==> src/rtl/mc_controller_pkg.sv <==
// Shared state, opcode, funct and ALU-code definitions for the multicycle controller.
// Defining MC_JAL_EN enables the jal instruction (JAL state).
package mc_controller_pkg;

    typedef enum logic [3:0] {
        S_FETCH  = 4'd0,
        S_DECODE = 4'd1,
        S_MEMADR = 4'd2,
        S_MEMRD  = 4'd3,
        S_MEMWB  = 4'd4,
        S_MEMWR  = 4'd5,
        S_EXEC   = 4'd6,
        S_ALUWB  = 4'd7,
        S_BRANCH = 4'd8,
        S_IMMEX  = 4'd9,
        S_IMMWB  = 4'd10,
        S_JUMP   = 4'd11,
        S_JAL    = 4'd12
    } state_t;

    // Selects which decode mc_aludec applies in the current state.
    typedef enum logic [2:0] {
        AOP_NONE,
        AOP_ADD,
        AOP_SUB,
        AOP_FUNCT,
        AOP_IMM
    } aluop_t;

    localparam logic [5:0] OP_RTYPE = 6'b000000;
    localparam logic [5:0] OP_LW    = 6'b100011;
    localparam logic [5:0] OP_SW    = 6'b101011;
    localparam logic [5:0] OP_BEQ   = 6'b000100;
    localparam logic [5:0] OP_BNE   = 6'b000101;
    localparam logic [5:0] OP_ADDI  = 6'b001000;
    localparam logic [5:0] OP_ANDI  = 6'b001100;
    localparam logic [5:0] OP_ORI   = 6'b001101;
    localparam logic [5:0] OP_XORI  = 6'b001110;
    localparam logic [5:0] OP_SLTI  = 6'b001010;
    localparam logic [5:0] OP_J     = 6'b000010;
    localparam logic [5:0] OP_JAL   = 6'b000011;

    localparam logic [5:0] FN_ADD = 6'b100000;
    localparam logic [5:0] FN_SUB = 6'b100010;
    localparam logic [5:0] FN_AND = 6'b100100;
    localparam logic [5:0] FN_OR  = 6'b100101;
    localparam logic [5:0] FN_SLT = 6'b101010;
    localparam logic [5:0] FN_SLL = 6'b000000;
    localparam logic [5:0] FN_SRL = 6'b000010;
    localparam logic [5:0] FN_SRA = 6'b000011;

    // alu32 F codes
    localparam logic [3:0] ALU_AND = 4'b0000;
    localparam logic [3:0] ALU_OR  = 4'b0001;
    localparam logic [3:0] ALU_ADD = 4'b0010;
    localparam logic [3:0] ALU_SLL = 4'b0100;
    localparam logic [3:0] ALU_SRL = 4'b0101;
    localparam logic [3:0] ALU_SRA = 4'b0110;
    localparam logic [3:0] ALU_XOR = 4'b0111;
    localparam logic [3:0] ALU_SUB = 4'b1010;
    localparam logic [3:0] ALU_SLT = 4'b1011;

    localparam logic [1:0] SRCB_REG   = 2'b00;
    localparam logic [1:0] SRCB_FOUR  = 2'b01;
    localparam logic [1:0] SRCB_IMM   = 2'b10;
    localparam logic [1:0] SRCB_IMMSH = 2'b11;

    localparam logic [1:0] PC_ALU    = 2'b00;
    localparam logic [1:0] PC_ALUOUT = 2'b01;
    localparam logic [1:0] PC_JUMP   = 2'b10;

    // DECODE successor; S_FETCH here means the opcode is unsupported.
    function automatic state_t decode_next(input logic [5:0] op);
        state_t nxt;
        case (op)
            OP_LW, OP_SW:   nxt = S_MEMADR;
            OP_RTYPE:       nxt = S_EXEC;
            OP_BEQ, OP_BNE: nxt = S_BRANCH;
            OP_ADDI, OP_ANDI, OP_ORI, OP_XORI, OP_SLTI: nxt = S_IMMEX;
            OP_J:           nxt = S_JUMP;
`ifdef MC_JAL_EN
            OP_JAL:         nxt = S_JAL;
`endif
            default:        nxt = S_FETCH;
        endcase
        return nxt;
    endfunction

endpackage

==> src/rtl/mc_controller_if.sv <==
// Instruction-field inputs and datapath control outputs of the multicycle controller.
// The jal bit forces the register write address to r31 when MC_JAL_EN is built in.
interface mc_controller_if;
    logic [5:0] op;
    logic [5:0] funct;
    logic       zero;
    logic       pcen;
    logic       iord;
    logic       memwrite;
    logic       irwrite;
    logic       regdst;
    logic       memtoreg;
    logic       regwrite;
    logic       alusrca;
    logic [1:0] alusrcb;
    logic [1:0] pcsrc;
    logic [3:0] alucontrol;
    logic       illegal;
    logic [3:0] state;
    logic       jal;

    modport master (
        output op, funct, zero,
        input  pcen, iord, memwrite, irwrite, regdst, memtoreg, regwrite,
               alusrca, alusrcb, pcsrc, alucontrol, illegal, state, jal
    );

    modport slave (
        input  op, funct, zero,
        output pcen, iord, memwrite, irwrite, regdst, memtoreg, regwrite,
               alusrca, alusrcb, pcsrc, alucontrol, illegal, state, jal
    );
endinterface

==> src/rtl/mc_aludec.sv <==
// Combinational op/funct to alu32 F-code decode for the multicycle controller.
module mc_aludec
    import mc_controller_pkg::*;
(
    input  aluop_t     aluop,
    input  logic [5:0] op,
    input  logic [5:0] funct,
    output logic [3:0] alucontrol,
    output logic       funct_ok
);

    always_comb begin
        alucontrol = ALU_AND;
        funct_ok   = 1'b0;
        case (aluop)
            AOP_ADD: alucontrol = ALU_ADD;
            AOP_SUB: alucontrol = ALU_SUB;
            AOP_FUNCT: begin
                funct_ok = 1'b1;
                case (funct)
                    FN_ADD:  alucontrol = ALU_ADD;
                    FN_SUB:  alucontrol = ALU_SUB;
                    FN_AND:  alucontrol = ALU_AND;
                    FN_OR:   alucontrol = ALU_OR;
                    FN_SLT:  alucontrol = ALU_SLT;
                    FN_SLL:  alucontrol = ALU_SLL;
                    FN_SRL:  alucontrol = ALU_SRL;
                    FN_SRA:  alucontrol = ALU_SRA;
                    default: funct_ok = 1'b0;
                endcase
            end
            AOP_IMM: begin
                case (op)
                    OP_ADDI: alucontrol = ALU_ADD;
                    OP_ANDI: alucontrol = ALU_AND;
                    OP_ORI:  alucontrol = ALU_OR;
                    OP_XORI: alucontrol = ALU_XOR;
                    OP_SLTI: alucontrol = ALU_SLT;
                    default: alucontrol = ALU_AND;
                endcase
            end
            default: alucontrol = ALU_AND;
        endcase
    end

endmodule

==> src/rtl/mc_controller.sv <==
// Moore FSM controller for a multicycle MIPS datapath.
// Defining MC_JAL_EN adds the JAL state; otherwise op 000011 is illegal.
module mc_controller
    import mc_controller_pkg::*;
(
    input logic       clk,
    input logic       reset,
    mc_controller_if.slave bus
);

    state_t     state_q, state_d;
    aluop_t     aluop;
    logic [3:0] alucontrol;
    logic       funct_ok;
    logic       pcwrite, branch;
    logic       iord_c, memwrite_c, irwrite_c, regdst_c, memtoreg_c;
    logic       regwrite_c, alusrca_c, illegal_c, jal_c;
    logic [1:0] alusrcb_c, pcsrc_c;

    always_ff @(posedge clk or posedge reset) begin
        if (reset) state_q <= S_FETCH;
        else       state_q <= state_d;
    end

    mc_aludec u_aludec (
        .aluop      (aluop),
        .op         (bus.op),
        .funct      (bus.funct),
        .alucontrol (alucontrol),
        .funct_ok   (funct_ok)
    );

    always_comb begin
        state_d    = S_FETCH;
        aluop      = AOP_NONE;
        pcwrite    = 1'b0;
        branch     = 1'b0;
        iord_c     = 1'b0;
        memwrite_c = 1'b0;
        irwrite_c  = 1'b0;
        regdst_c   = 1'b0;
        memtoreg_c = 1'b0;
        regwrite_c = 1'b0;
        alusrca_c  = 1'b0;
        illegal_c  = 1'b0;
        jal_c      = 1'b0;
        alusrcb_c  = SRCB_REG;
        pcsrc_c    = PC_ALU;
        case (state_q)
            S_FETCH: begin
                irwrite_c = 1'b1;
                alusrcb_c = SRCB_FOUR;
                aluop     = AOP_ADD;
                pcwrite   = 1'b1;
                state_d   = S_DECODE;
            end
            S_DECODE: begin
                alusrcb_c = SRCB_IMMSH;
                aluop     = AOP_ADD;
                state_d   = decode_next(bus.op);
                illegal_c = (state_d == S_FETCH);
            end
            S_MEMADR: begin
                alusrca_c = 1'b1;
                alusrcb_c = SRCB_IMM;
                aluop     = AOP_ADD;
                state_d   = (bus.op == OP_SW) ? S_MEMWR : S_MEMRD;
            end
            S_MEMRD: begin
                iord_c  = 1'b1;
                state_d = S_MEMWB;
            end
            S_MEMWB: begin
                regwrite_c = 1'b1;
                memtoreg_c = 1'b1;
            end
            S_MEMWR: begin
                iord_c     = 1'b1;
                memwrite_c = 1'b1;
            end
            S_EXEC: begin
                alusrca_c = 1'b1;
                aluop     = AOP_FUNCT;
                if (funct_ok) state_d = S_ALUWB;
                else          illegal_c = 1'b1;
            end
            S_ALUWB: begin
                regwrite_c = 1'b1;
                regdst_c   = 1'b1;
            end
            S_BRANCH: begin
                alusrca_c = 1'b1;
                aluop     = AOP_SUB;
                pcsrc_c   = PC_ALUOUT;
                branch    = ((bus.op == OP_BEQ) &&  bus.zero) ||
                            ((bus.op == OP_BNE) && !bus.zero);
            end
            S_IMMEX: begin
                alusrca_c = 1'b1;
                alusrcb_c = SRCB_IMM;
                aluop     = AOP_IMM;
                state_d   = S_IMMWB;
            end
            S_IMMWB: regwrite_c = 1'b1;
            S_JUMP: begin
                pcsrc_c = PC_JUMP;
                pcwrite = 1'b1;
            end
`ifdef MC_JAL_EN
            S_JAL: begin
                regwrite_c = 1'b1;
                jal_c      = 1'b1;
                pcsrc_c    = PC_JUMP;
                pcwrite    = 1'b1;
            end
`endif
            default: state_d = S_FETCH;
        endcase
    end

    // Write strobes are gated by reset so an asynchronous abort suppresses them at once.
    assign bus.pcen       = ~reset & (pcwrite | branch);
    assign bus.irwrite    = ~reset & irwrite_c;
    assign bus.memwrite   = ~reset & memwrite_c;
    assign bus.regwrite   = ~reset & regwrite_c;
    assign bus.illegal    = ~reset & illegal_c;
    assign bus.iord       = iord_c;
    assign bus.regdst     = regdst_c;
    assign bus.memtoreg   = memtoreg_c;
    assign bus.alusrca    = alusrca_c;
    assign bus.alusrcb    = alusrcb_c;
    assign bus.pcsrc      = pcsrc_c;
    assign bus.alucontrol = alucontrol;
    assign bus.jal        = jal_c;
    assign bus.state      = state_q;

endmodule

==> src/flat_wrapper.sv <==
// flat-port wrapper written by rule: the top's interface ports become plain ports
module mc_controller_flat import mc_controller_pkg::*;
  (clk, reset, bus_op, bus_funct, bus_zero, bus_pcen, bus_iord, bus_memwrite, bus_irwrite, bus_regdst, bus_memtoreg, bus_regwrite, bus_alusrca, bus_alusrcb, bus_pcsrc, bus_alucontrol, bus_illegal, bus_state, bus_jal);
  mc_controller_if bus_i ();
  input logic clk;
  input logic reset;
  input wire logic [$bits(bus_i.op)-1:0] bus_op;
  input wire logic [$bits(bus_i.funct)-1:0] bus_funct;
  input wire logic [$bits(bus_i.zero)-1:0] bus_zero;
  output wire logic [$bits(bus_i.pcen)-1:0] bus_pcen;
  output wire logic [$bits(bus_i.iord)-1:0] bus_iord;
  output wire logic [$bits(bus_i.memwrite)-1:0] bus_memwrite;
  output wire logic [$bits(bus_i.irwrite)-1:0] bus_irwrite;
  output wire logic [$bits(bus_i.regdst)-1:0] bus_regdst;
  output wire logic [$bits(bus_i.memtoreg)-1:0] bus_memtoreg;
  output wire logic [$bits(bus_i.regwrite)-1:0] bus_regwrite;
  output wire logic [$bits(bus_i.alusrca)-1:0] bus_alusrca;
  output wire logic [$bits(bus_i.alusrcb)-1:0] bus_alusrcb;
  output wire logic [$bits(bus_i.pcsrc)-1:0] bus_pcsrc;
  output wire logic [$bits(bus_i.alucontrol)-1:0] bus_alucontrol;
  output wire logic [$bits(bus_i.illegal)-1:0] bus_illegal;
  output wire logic [$bits(bus_i.state)-1:0] bus_state;
  output wire logic [$bits(bus_i.jal)-1:0] bus_jal;
  assign bus_i.op = bus_op;
  assign bus_i.funct = bus_funct;
  assign bus_i.zero = bus_zero;
  assign bus_pcen = bus_i.pcen;
  assign bus_iord = bus_i.iord;
  assign bus_memwrite = bus_i.memwrite;
  assign bus_irwrite = bus_i.irwrite;
  assign bus_regdst = bus_i.regdst;
  assign bus_memtoreg = bus_i.memtoreg;
  assign bus_regwrite = bus_i.regwrite;
  assign bus_alusrca = bus_i.alusrca;
  assign bus_alusrcb = bus_i.alusrcb;
  assign bus_pcsrc = bus_i.pcsrc;
  assign bus_alucontrol = bus_i.alucontrol;
  assign bus_illegal = bus_i.illegal;
  assign bus_state = bus_i.state;
  assign bus_jal = bus_i.jal;
  mc_controller u_core (.clk(clk), .reset(reset), .bus(bus_i));
endmodule
==> config.mk <==
export PLATFORM = sky130hd
export DESIGN_NAME = mc_controller_flat
export DESIGN_NICKNAME = d
export VERILOG_FILES = /design/src/rtl/mc_controller_pkg.sv /design/src/rtl/mc_controller_if.sv /design/src/rtl/mc_aludec.sv /design/src/rtl/mc_controller.sv /design/src/flat_wrapper.sv
export SDC_FILE = /design/constraint.sdc
export NUM_CORES = 1
export LEC_CHECK = 0
export ABC_CLOCK_PERIOD_IN_PS = 6100
export CAP_MARGIN = 20
export CORE_AREA = 2 2 46 48
export DETAILED_ROUTE_END_ITERATION = 10
export DIE_AREA = 0 0 48 50
export MAX_ROUTING_LAYER = met4
export PLACE_DENSITY = 0.78
export SLEW_MARGIN = 10
export SYNTH_ARGS = -nofsm -noshare
export SYNTH_HDL_FRONTEND = slang
export SYNTH_HIERARCHICAL = 1
export SYNTH_SLANG_ARGS = --single-unit
==> constraint.sdc <==
create_clock -name clk -period 6.1 [get_ports clk]
set_input_delay 0.915 -clock clk [delete_from_list [all_inputs] [get_ports clk]]
set_output_delay 0.915 -clock clk [all_outputs]
set_load 0.005 [all_outputs]
# [After elaboration in Yosys (flattened, before gate mapping)]
# Cells that the tools add are included.
[op_classes] n_eq_ne=32 mux=24 bitwise=7 n_reduce_logical=18
[op_table] operator="$eq A6 B6 Y1 const B" n=7
[op_table] operator="$pmux W4 S4" n=2
[op_table] operator="$eq A6 B4 Y1 const B" n=5
[op_table] operator="$pmux W4 S7" n=1
[op_table] operator="$pmux W4 S6" n=1
[op_table] operator="$pmux W4 S5" n=1
[op_table] operator="$eq A6 B2 Y1 const B" n=3
[op_table] operator="$eq A4 B3 Y1 const B" n=4
[op_table] operator="$eq A4 B4 Y1 const B" n=4
[op_table] operator="$eq A6 B3 Y1 const B" n=2
[op_table] operator="$logic_not A6 Y1" n=2
[op_table] operator="$mux W1" n=12
[op_table] operator="$pmux W3 S4" n=1
[op_table] operator="$reduce_or A2 Y1" n=5
[op_table] operator="$eq A4 B2 Y1 const B" n=2
[op_table] operator="$logic_not A4 Y1" n=2
[op_table] operator="$reduce_or A8 Y1" n=1
[op_table] operator="$eq A3 B2 Y1 const B" n=2
[op_table] operator="$mux W3" n=2
[op_table] operator="$pmux W2 S3" n=1
[op_table] operator="$reduce_or A3 Y1" n=2
[op_table] operator="$and A1 B1 Y1" n=5
[op_table] operator="$reduce_or A5 Y1" n=1
[op_table] operator="$eq A4 B1 Y1 const B" n=1
[op_table] operator="11 further kinds" n=12
[word_totals] register_bits=4 input_bits=15

# [Depth between registers and ports, before layout]
[depth] depth_word=8 mapped_depth=12 ltp_nobuf=11

# [Modules after synthesis]
# Netlist, hierarchy kept.
[by_module_without_submodules] mod="mc_controller" instances=1 cells_per_inst=77 area_per_inst_um2=545.5 seq_area_each_um2=100.1
[by_module_without_submodules] mod="mc_aludec" instances=1 cells_per_inst=34 area_per_inst_um2=226.5 seq_area_each_um2=0.0

# [Least setup slack after synthesis]
# No wires, ideal clock.
[synth_path] path_kind="register to output" start="reg u_core.state_q[1], in the netlist u_core/bus.state[1]" end="out bus_illegal" arrival_ns=1.999 setup_slack_ns=3.186 stages_incl_launch_ff=9 n_path_buf=1 cell_sequence="dfrtp_1 -> clkbuf_1 -> nor2b_1 -> nor3b_1 -> nand2_1 -> or3_1 -> a21oi_1 -> nor4_1 -> a21o_1"
[synth_via] elab_chain_cells=8
[synth_rtl] item="start, declared" line_no="mc_controller.sv:11" rtl="state_t state_q, state_d;"
[synth_rtl] item="start signal, assigned" line_no="mc_controller.sv:22" rtl="else state_q <= state_d;"
[synth_rtl] item="$eq A4 B2 Y1 (tied with other cells)" line_no="mc_controller.sv:49" rtl="case (state_q)"
[synth_rtl] item="$reduce_or A3 Y1 (no line)"
[synth_rtl] item="$pmux W3 S4 *" line_no="mc_controller.sv:49"
[synth_rtl] item="via u_core.aluop[0]" line_no="mc_controller.sv:12" rtl="aluop_t aluop;"
[synth_rtl] item="$eq A3 B2 Y1 *" line_no="mc_aludec.sv:15" rtl="case (aluop)"
[synth_rtl] item="$mux W1 *" line_no="mc_aludec.sv:15"
[synth_rtl] item="via u_core.funct_ok" line_no="mc_controller.sv:14" rtl="logic funct_ok;"
[synth_rtl] item="$mux W1 *" line_no="mc_controller.sv:84" rtl="if (funct_ok) state_d = S_ALUWB;"
[synth_rtl] item="$pmux W1 S2 *" line_no="mc_controller.sv:49"
[synth_rtl] item="$and A1 B1 Y1 *" line_no="mc_controller.sv:126" rtl="assign bus.illegal = ~reset & illegal_c;"
[synth_rtl] item="end, declared" line_no="flat_wrapper.sv:21" rtl="output wire logic [$bits(bus_i.illegal)-1:0] bus_illegal;"
# The timed path passes the listed nets; every way through them passes the cells marked *.

# [Final worst setup path]
[layout_path] start="reg u_core.state_q[2], in the netlist u_core/bus.state[2]" end="out bus_illegal"
# The elaborated chain is that of the path after synthesis.

==> impl_metrics.py <==
metrics = {
    "outcome": {
        "status": "completed",
    },
    "yosys": {
        "synth_top_area_cell": "dfrtp_1",
        "synth_edf_count": 0,
        "ys_warn_count": 6,
        "ys_types": 44,
        "synth_top_cells_by_area": "dfrtp_1, nor2_1, nor3_1, nand2b_1, nor3b_1",
        "synth.most_common_cell": "nor2_1",
        "yosysTopAreaCellShare_pct": 13.0,
        "netlist_instances": 111,
        "ys.flop_type": "dfrtp_1",
        "synth_nets": 126,
        "ys_seq_elements": 4,
        "ys_top_cells_by_count": "nor2_1, nor3_1, nand2b_1",
        "seq_area_frac_synth_pct": 13.0,
        "syn-cell-area_sq_um": 772,
        "syn_area_per_cell_sq_um": 6.95,
        "synthArstFlopShare_pct": 100,
    },
    "worst_setup_path": {
        "path_cells": "nand2b_1, nor2_1, a21oi_1, nor2_1, nand2_1, or3_1, a21oi_1, nor4_1, a21o_1, clkdlybuf4s50_1",
        "crit_arrival_ps": 3030,
        "path_max_fanout": 16,
        "cp-end-kind": "output pin",
        "cp.required_ps": 5180,
        "critical_path_buf_inv_count": 1,
        "worst_setup_path_start_kind": "register",
        "path_delay_family": "simple AND/OR/NAND/NOR gates",
        "slowest_stage": "dfrtp_1",
        "critPathMaxStageDelay_ps": 530,
        "crit_type": "register to output pin",
    },
    "clocking": {
        "clkLatencyLatePin_ps": 230,
        "holdBufCountCts": 0,
        "clkTransAtPathRegs_ps": 40,
        "htreeDepth": 1,
        "cts_tree": "yes",
        "cts_resized": 0,
        "cts_buffers": 3,
        "post_cts_buffers": 0,
        "clock_path_buffers": 2,
        "cts_root_buffer": "clkbuf_4",
        "cts_sinks": 4,
    },
    "drt": {
        "drc": 0,
        "drt-total-wl_mm": 2.23,
        "dr.pass1.iters": 5,
        "initialDrtViolationCount": 27,
        "num_vias": 969,
        "avgRoutedWirePerCell_microns": 13.2,
        "drtAntennaViolNets": 0,
        "viasPerCell": 5.73,
    },
    "pwr": {
        "p_int_mw": 0.227,
        "p_switching_mw": 0.165,
        "power_density_nw_per_um2": 343,
        "p_sw_share_pct": 42.1,
        "clockPowerShare_pct": 8.1,
        "ir_worst_vdd_mv": 0.170,
        "combPwrFrac_pct": 71.5,
        "p_seq_share_pct": 20.4,
        "totalPowerFinal_mw": 0.392,
        "power_leakage_nw": 0.401,
    },
    "global_route": {
        "first_global_vias": 817,
        "antenna_found_initial": 0,
        "grt_pass1_wl_mm": 3.48,
        "grt_overflow": 0,
        "grt_max_degree": 18,
        "grt_usage_pct": 19.6,
    },
    "cells_and_area": {
        "postLayoutCellArea_sq_um": 1140,
        "largest_reg_flops": 4,
        "fin_util_pct": 60.0,
        "n_fill_cell": 179,
        "final_cells": 169,
        "antenna_cells": 0,
        "multiInputGateArea_sq_um": 623,
        "drive_above_1_share_pct": 4.23,
        "fin_nets": 159,
        "seq_area_sq_um": 100,
        "area_growth_pct": 47.8,
    },
    "floorplan": {
        "dieArea_sq_um": 2400,
        "initial_utilization_pct": 40.6,
        "ios": 37,
        "coreArea_sq_um": 1900,
        "die_h_microns": 50,
        "placementRows": 16,
        "fp.dieW_microns": 48,
    },
    "place": {
        "pre_cts_ws_ps": 2310,
        "place.gp.congestion": 0.833,
        "placed_cells": 166,
        "io_buffers": 35,
        "dp_hpwl_mm": 1.66,
        "dpl_cell_area_sq_um": 1120,
    },
    "sta": {
        "setup_violations": 0,
        "fin_hold_ws_ps": 746,
        "setup_ws_ps": 2150,
        "drv_slew": 0,
        "min_period_ps": 3950,
        "clock.fmax_ghz": 0.253,
        "fin_setup_tns_ps": 0,
        "rsz0062_at_grt": "false",
        "skew_ps": 3.43,
        "post-route-period-util_pct": 64.7,
        "hold_viol": 0,
    },
    "job": {
        "max-cap-violations": 0,
    },
    "worst_hold_path": {
        "hold_class": "register to register",
    },
}
## placed cells by master (no fill, tap or decap), types with 4 or more instances in the layout
master,synthesis,final
nor2_1,15,15
nor2b_1,4,4
dfrtp_1,4,4
nand2b_1,7,7
nor3b_1,4,4
nor3_1,9,9
clkdlybuf4s50_1,0,35
nand2_1,6,6
## cell type report
cell class	instances	area share, %
Tap cell	27	2.96
Clock buffer	3	1.97
Inverter	3	0.987
Multi-Input combinational cell	97	54.6
Timing Repair Buffer	35	30.7
Sequential cell	4	8.77
## routing by layer
| layer | share of wire, % | global-route usage [%] | vias up |
|---|---|---|---|
| met2 | 51 | 32.2 | 36 |
| met5 | 0 | - | - |
| li1 | - | - | 482 |
| met4 | 0 | 4.05 | 0 |
| met1 | 44 | 25.8 | 451 |
| met3 | 4.5 | 1.10 | 0 |
## worst register-to-register path: cells and delay by family (launching register included)
| kind | cells | cell delay [ps] |
|---|---|---|
| AO/OA/AOI/OAI | 3 | 600 |
| AND/OR/NAND/NOR | 6 | 1400 |
| flip-flops | 1 | 530 |
## logic make-up (layout without fill, tap and decap cells)
| family | after synthesis | after routing | synth area share [%] |
|---|---|---|---|
| simple gates | 64 | 64 | 48.1 |
| compound gates | 27 | 27 | 26.1 |
| buf+inv | 10 | 41 | 6.32 |
| flops | 4 | 4 | 13.0 |
| xor+xnor | 3 | 3 | 3.40 |
| mux | 2 | 2 | 2.59 |
| other cells | 1 | 1 | 0.486 |
## path summary, 6_finish.rpt
path,endpoint,from,slack (ps),cells past startpoint
hold reg to reg,u_core/bus.state[0]$_DFF_PP0_,u_core/bus.state[3]$_DFF_PP0_,750,1
min in group asynchronous,u_core/bus.state[1]$_DFF_PP0_,reset,1110,2
max in group asynchronous,u_core/bus.state[0]$_DFF_PP0_,reset,4840,2
setup / recovery,bus_illegal,u_core/bus.state[2]$_DFF_PP0_,2150,10
setup reg to reg,u_core/bus.state[0]$_DFF_PP0_,u_core/bus.state[2]$_DFF_PP0_,3450,9
hold / removal,u_core/bus.state[0]$_DFF_PP0_,u_core/bus.state[3]$_DFF_PP0_,750,1
## power by group through the flow
stage	Clock (mW)	Combinational, mW	Sequential [mW]
2_1_floorplan	0	0.180	0.0515
3_3_place_gp	0	0.276	0.0800
3_5_place_dp	0	0.280	0.0799
4_1_cts	0.0329	0.282	0.0795
5_1_grt	0.0337	0.307	0.0853
6_report	0.0316	0.280	0.0799
Note: power is estimated with default switching activity, not from simulation.
